**src/rtl/fifo_pkg.sv**
```systemverilog
// Shared FIFO definitions: pointer/count width helpers, output mode constants, parameter range checks.
// Pure compile-time content; no logic, no latency, no flow control.
package fifo_pkg;

  localparam int FIFO_STD  = 0;
  localparam int FIFO_FWFT = 1;

  function automatic int ptr_w(input int depth);
    return $clog2(depth);
  endfunction

  // One extra bit so a full FIFO (count == depth) is representable.
  function automatic int cnt_w(input int depth);
    return $clog2(depth) + 1;
  endfunction

  function automatic bit is_pow2(input int v);
    return (v > 0) && ((v & (v - 1)) == 0);
  endfunction

  function automatic bit thresh_ok(input int depth, input int af, input int ae);
    return (af >= 1) && (af <= depth) && (ae >= 0) && (ae <= depth - 1);
  endfunction

endpackage

```
**src/rtl/fifo_mem_dp.sv**
```systemverilog
// DEPTH x DATA_W register-array storage: synchronous write, asynchronous (same-cycle) read.
// No backpressure; the caller only asserts wr_en for accepted writes.
module fifo_mem_dp
  import fifo_pkg::*;
#(
  parameter int DATA_W = 8,
  parameter int DEPTH  = 16
) (
  input  logic                     clk,
  input  logic                     wr_en,
  input  logic [ptr_w(DEPTH)-1:0]  wr_addr,
  input  logic [DATA_W-1:0]        wr_data,
  input  logic [ptr_w(DEPTH)-1:0]  rd_addr,
  output logic [DATA_W-1:0]        rd_data
);

  logic [DATA_W-1:0] mem [DEPTH];

  // Storage is deliberately not reset; pointers and count define validity.
  always_ff @(posedge clk) begin
    if (wr_en) begin
      mem[wr_addr] <= wr_data;
    end
  end

  assign rd_data = mem[rd_addr];

endmodule

```
**src/rtl/sync_fifo_param.sv**
```systemverilog
// Single-clock FIFO with count, almost flags, sticky errors; 1-cycle read latency (std) or fall-through (FWFT).
// Full refuses writes unless a read pops in the same cycle; empty refuses reads; refusals set sticky error flags.
module sync_fifo_param
  import fifo_pkg::*;
#(
  parameter int DATA_W    = 8,
  parameter int DEPTH     = 16,
  parameter int AF_THRESH = 12,
  parameter int AE_THRESH = 2,
  parameter int FWFT      = FIFO_STD
) (
  input  logic                    clk,
  input  logic                    rst,
  input  logic                    wr_en,
  input  logic [DATA_W-1:0]       data_in,
  input  logic                    rd_en,
  input  logic                    clr_err,
  output logic [DATA_W-1:0]       data_out,
  output logic                    fifo_full,
  output logic                    fifo_empty,
  output logic                    almost_full,
  output logic                    almost_empty,
  output logic [$clog2(DEPTH):0]  count,
  output logic                    overflow,
  output logic                    underflow
);

  localparam int PTR_W = ptr_w(DEPTH);
  localparam int CNT_W = cnt_w(DEPTH);

  if (!is_pow2(DEPTH) || DEPTH < 4) begin : g_bad_depth
    $error("sync_fifo_param: DEPTH must be a power of two >= 4");
  end
  if (!thresh_ok(DEPTH, AF_THRESH, AE_THRESH)) begin : g_bad_thresh
    $error("sync_fifo_param: AF_THRESH/AE_THRESH out of range");
  end
  if (FWFT != FIFO_STD && FWFT != FIFO_FWFT) begin : g_bad_mode
    $error("sync_fifo_param: FWFT must be 0 or 1");
  end

  logic [PTR_W-1:0]  wr_ptr;
  logic [PTR_W-1:0]  rd_ptr;
  logic [CNT_W-1:0]  cnt_q;
  logic [DATA_W-1:0] rd_data;
  logic              wr_ok;
  logic              rd_ok;

  assign rd_ok = rd_en & ~fifo_empty;
  // A full FIFO can still take a write when the same cycle frees a slot.
  assign wr_ok = wr_en & (~fifo_full | rd_ok);

  assign count        = cnt_q;
  assign fifo_empty   = (cnt_q == '0);
  assign fifo_full    = (cnt_q == CNT_W'(DEPTH));
  assign almost_full  = (cnt_q >= CNT_W'(AF_THRESH));
  assign almost_empty = (cnt_q <= CNT_W'(AE_THRESH));

  always_ff @(posedge clk or negedge rst) begin
    if (!rst) begin
      wr_ptr <= '0;
      rd_ptr <= '0;
    end else begin
      if (wr_ok) wr_ptr <= wr_ptr + PTR_W'(1);
      if (rd_ok) rd_ptr <= rd_ptr + PTR_W'(1);
    end
  end

  always_ff @(posedge clk or negedge rst) begin
    if (!rst) begin
      cnt_q <= '0;
    end else begin
      case ({wr_ok, rd_ok})
        2'b10:   cnt_q <= cnt_q + CNT_W'(1);
        2'b01:   cnt_q <= cnt_q - CNT_W'(1);
        default: cnt_q <= cnt_q;
      endcase
    end
  end

  // A fresh error in the clearing cycle wins over clr_err.
  always_ff @(posedge clk or negedge rst) begin
    if (!rst) begin
      overflow  <= 1'b0;
      underflow <= 1'b0;
    end else begin
      if (wr_en & ~wr_ok)  overflow <= 1'b1;
      else if (clr_err)    overflow <= 1'b0;
      if (rd_en & ~rd_ok)  underflow <= 1'b1;
      else if (clr_err)    underflow <= 1'b0;
    end
  end

  fifo_mem_dp #(
    .DATA_W (DATA_W),
    .DEPTH  (DEPTH)
  ) u_mem (
    .clk     (clk),
    .wr_en   (wr_ok),
    .wr_addr (wr_ptr),
    .wr_data (data_in),
    .rd_addr (rd_ptr),
    .rd_data (rd_data)
  );

  if (FWFT == FIFO_FWFT) begin : g_fwft
    assign data_out = fifo_empty ? '0 : rd_data;
  end else begin : g_std
    logic [DATA_W-1:0] dout_q;

    always_ff @(posedge clk or negedge rst) begin
      if (!rst) begin
        dout_q <= '0;
      end else if (rd_ok) begin
        dout_q <= rd_data;
      end
    end

    assign data_out = dout_q;
  end

endmodule

```
**config.mk**
```make
export PLATFORM = sky130hd
export DESIGN_NAME = sync_fifo_param
export DESIGN_NICKNAME = d
export VERILOG_FILES = /design/src/rtl/fifo_pkg.sv /design/src/rtl/fifo_mem_dp.sv /design/src/rtl/sync_fifo_param.sv
export SDC_FILE = /design/constraint.sdc
export NUM_CORES = 1
export LEC_CHECK = 0
export ABC_AREA = 1
export CAP_MARGIN = 10
export CORE_MARGIN = 3
export CORE_UTILIZATION = 60
export CTS_BUF_LIST = sky130_fd_sc_hd__clkbuf_4 sky130_fd_sc_hd__clkbuf_8 sky130_fd_sc_hd__clkbuf_16
export CTS_CLUSTER_DIAMETER = 30
export DETAILED_ROUTE_END_ITERATION = 8
export PLACE_DENSITY = 0.82
export SLEW_MARGIN = 20
export SYNTH_ARGS = -nofsm -noshare
export SYNTH_HDL_FRONTEND = slang
export SYNTH_SLANG_ARGS = --single-unit
```
**constraint.sdc**
```tcl
create_clock -name clk -period 2.5 [get_ports clk]
set_input_delay 0.5 -clock clk [delete_from_list [all_inputs] [get_ports clk]]
set_output_delay 0.5 -clock clk [all_outputs]
set_load 0.02 [all_outputs]
```
==> results.json <==
{
  "crit_fanout": 6,
  "crit_chain": "nor2_2, nand3_1, inv_1, dlygate4sd2_1",
  "dp_hpwl_mm": 9.446,
  "cp_slowest_stage_delay_ns": 0.47,
  "fin_nets": 716,
  "drv_slew": 0,
  "slew_headroom_pct": 49.21,
  "synth_edf_count": 128,
  "final_layout_size_suffix_gt1_share_pct": 8.911,
  "root_buffer": "clkbuf_8",
  "detail-route-antenna-nets": 0,
  "p_comb_share_pct": 33.6,
  "fill_cells": 687,
  "path_buf_inv": 2,
  "synth.top_cell.area_share_pct": 57.86,
  "worstSetupStartpointType": "register",
  "synth_area_per_cell_um2": 10.28,
  "syn-num-nets": 668,
  "tightest_slew_ns": 0.7595,
  "grt_max_degree": 75,
  "wl_mm": 14.93,
  "rr_worst_depth": 14,
  "n_antenna_cell": 0,
  "worst_clock_skew_ns": 0.01433,
  "post_cts_buffers": 0,
  "preCtsSetupSlack_ns": 0.06225,
  "start_util_pct": 62.93,
  "ys_ff_latch": 151,
  "crit_family": "buffers and inverters",
  "yosysWarnings": 0,
  "clk_latency_ns": 0.54,
  "yosysMostFrequentCell": "nand2_1",
  "grt_setup_unrepaired": "no",
  "num_vias": 4686,
  "synth_compound_gate_area_share_pct": 2.166,
  "r2r_end": "count[4]$_DFFE_PN0P_",
  "pwr-share-seq_pct": 35.7,
  "gp_congestion": 0.9314,
  "syn_area_um2": 6643,
  "hp-class": "in2async",
  "crit_type": "reg2out",
  "cts_made_buffers": 17,
  "synthArstFlopShare_pct": 15.23,
  "gr-total-overflow": 0,
  "clkTransAtPathRegs_ns": 0.07,
  "cts-htree-levels": 4,
  "power_mw": 9.380,
  "p_clk_share_pct": 30.7,
  "ys_top_cells_by_area": "edfxtp_1 58%, nand2_1 13%, dfrtp_1 8.7%",
  "cts_hold_buf": 0,
  "syn_inst": 646,
  "tritoncts": "built",
  "tns_ns": 0,
  "globalRouteTotalUtil_pct": 25.77,
  "synth_adder_area_share_pct": 1.808,
  "cp.required_ns": 2.00,
  "ctsLongestPathBuffers": 2,
  "grt_pass1_wl_mm": 24.45,
  "powerDensity_nw_per_um2": 1197,
  "io_buffers": 31,
  "status": "completed",
  "rows": 37,
  "worstPathArrival_ns": 1.84,
  "fin_ws_ns": 0.1599,
  "synth_mux_area_share_pct": 0,
  "reg2reg_slack_ns": 0.35,
  "cap_violations": 0,
  "drtIter0Drc": 559,
  "design_area_um2": 7838,
  "fin_crit_sh_pct": 93.61,
  "seqCellArea_um2": 4420,
  "grt_pass1_vias": 4946,
  "synth_cell_types": 24,
  "period_needed_ns": 2.340,
  "multi_input_area_um2": 1717,
  "peakVddDrop_uv": 963.8,
  "synthSimpleGateAreaFrac_pct": 20.78,
  "p_int_mw": 6.058,
  "routedWlPerCell_um": 17.71,
  "firstDrtPassIters": 5,
  "switching_share_pct": 35.41,
  "ys_seq_area_share_pct": 66.53,
  "finalHoldViolations": 0,
  "drc_errors": 0,
  "die_area_um2": 12370,
  "ioPinCount": 32,
  "postPlaceCellArea_um2": 7163,
  "clock-sinks": 151,
  "coreArea_um2": 10560,
  "synthFlopType": "edfxtp_1",
  "finalSetupViolCount": 0,
  "r2r-start": "count[1]$_DFFE_PN0P_",
  "area_delta_synth_final_pct": 17.99,
  "yosys-top-cells-count": "223 x nand2_1, 128 x edfxtp_1, 94 x inv_1",
  "critPathSlowestCell": "dfrtp_1",
  "fp.dieH_um": 111.2,
  "synth_xor_area_share_pct": 1.055,
  "via_per_inst": 5.559,
  "whs_ns": 0.3241,
  "yosys.area.top_type": "edfxtp_1",
  "p_switching_mw": 3.322,
  "synth_top_family_by_area": "simple AND/OR/NAND/NOR gates",
  "die_x_um": 111.2,
  "antenna_found_initial": 0,
  "max_freq_mhz": 427.3,
  "crit_path_end_kind": "output port",
  "leakagePower_nw": 3.436
}
[stage by stage]
stage | std cells | utilization [%]
floorplan | 646 | -
global placement | 811 | 67.86
detailed placement | 811 | 67.86
CTS | 843 | 74.23
global route | 843 | 74.25
finish | 843 | 74.25
[how the worst max path moves through the flow]
stage | start | endpoint | slack (ns) | depth (start not counted)
after floorplan | count[0]$_DFFE_PN0P_ | almost_empty | 0.31 | 1
after global routing | count[0]$_DFFE_PN0P_ | almost_empty | 0.02 | 2
after CTS | count[0]$_DFFE_PN0P_ | fifo_full | 0.10 | 4
after detailed placement | wr_en | count[4]$_DFFE_PN0P_ | 0.06 | 14
after global placement | wr_en | count[4]$_DFFE_PN0P_ | 0.15 | 14
final | count[1]$_DFFE_PN0P_ | fifo_full | 0.16 | 4
[cells by family (layout without fill, tap and decap cells)]
family | Yosys count | in the layout
compound gates | 20 | 20
xor+xnor | 8 | 8
fa+ha+maj | 9 | 9
buf+inv | 123 | 184
flops | 151 | 151
simple gates | 335 | 335
[flip-flops by register name (all words and copies together), names as in the netlist]
register   flops
data_out       8
u_mem.mem    128
overflow       1
wr_ptr         4
rd_ptr         4
underflow      1
count          5
[power groups by stage]
stage | Sequential [mW] | Combinational [mW] | Clock, mW
finish | 3.35 | 3.15 | 2.88
global route | 3.38 | 3.51 | 3.03
CTS | 3.34 | 3.12 | 2.92
detailed placement | 3.38 | 3.09 | 0
global placement | 3.36 | 2.97 | 0
floorplan | 3.45 | 2.01 | 0
[worst register-to-register path, cell delays in order, from the launching register on]
cell and delay, ns:
dfrtp_1 0.47, nor2_2 0.17, nand3_2 0.11, nand3_1 0.16, inv_1 0.14, ha_1 0.36, inv_1 0.07, o21ai_0 0.16
nand2_1 0.09, nand2_1 0.07, nand2_1 0.07, nand2_1 0.06, nand2_1 0.04, nand2_1 0.05, inv_1 0.03
[repair_timing]
action / 4_1_cts / 5_1_grt
endpoints found under the hold margin: 0 / 0
gates resized for setup: 3 / 1
endpoints found under the setup margin: 3 / 1
[final cells by class]
cell class	count	share of cell area [%]
clock buffer	20	5.811
clock inverter	12	2.810
inverter	96	4.598
multi-input combinational	372	21.90
sequential	151	56.40
tap	136	2.171
timing repair buffer	56	6.306
[cells in the final DEF (no fill, tap or decap), types with 16 or more instances in the layout]
master           instances
nand3_1                 89
buf_4                   25
nor2_1                  19
clkbuf_16               16
inv_1                   94
edfxtp_1               128
clkdlybuf4s50_1         28
nand2_1                223
dfrtp_1                 22
[per-layer routing]
metal	wire length, µm	GRT usage (%)	vias to the layer above
met1	5774	31.26	2217
li1	-	-	2188
met4	436	10.22	0
met3	1195	7.915	40
met5	0	0	-
met2	7521	43.22	241
Power figures use the tool's default switching activity.
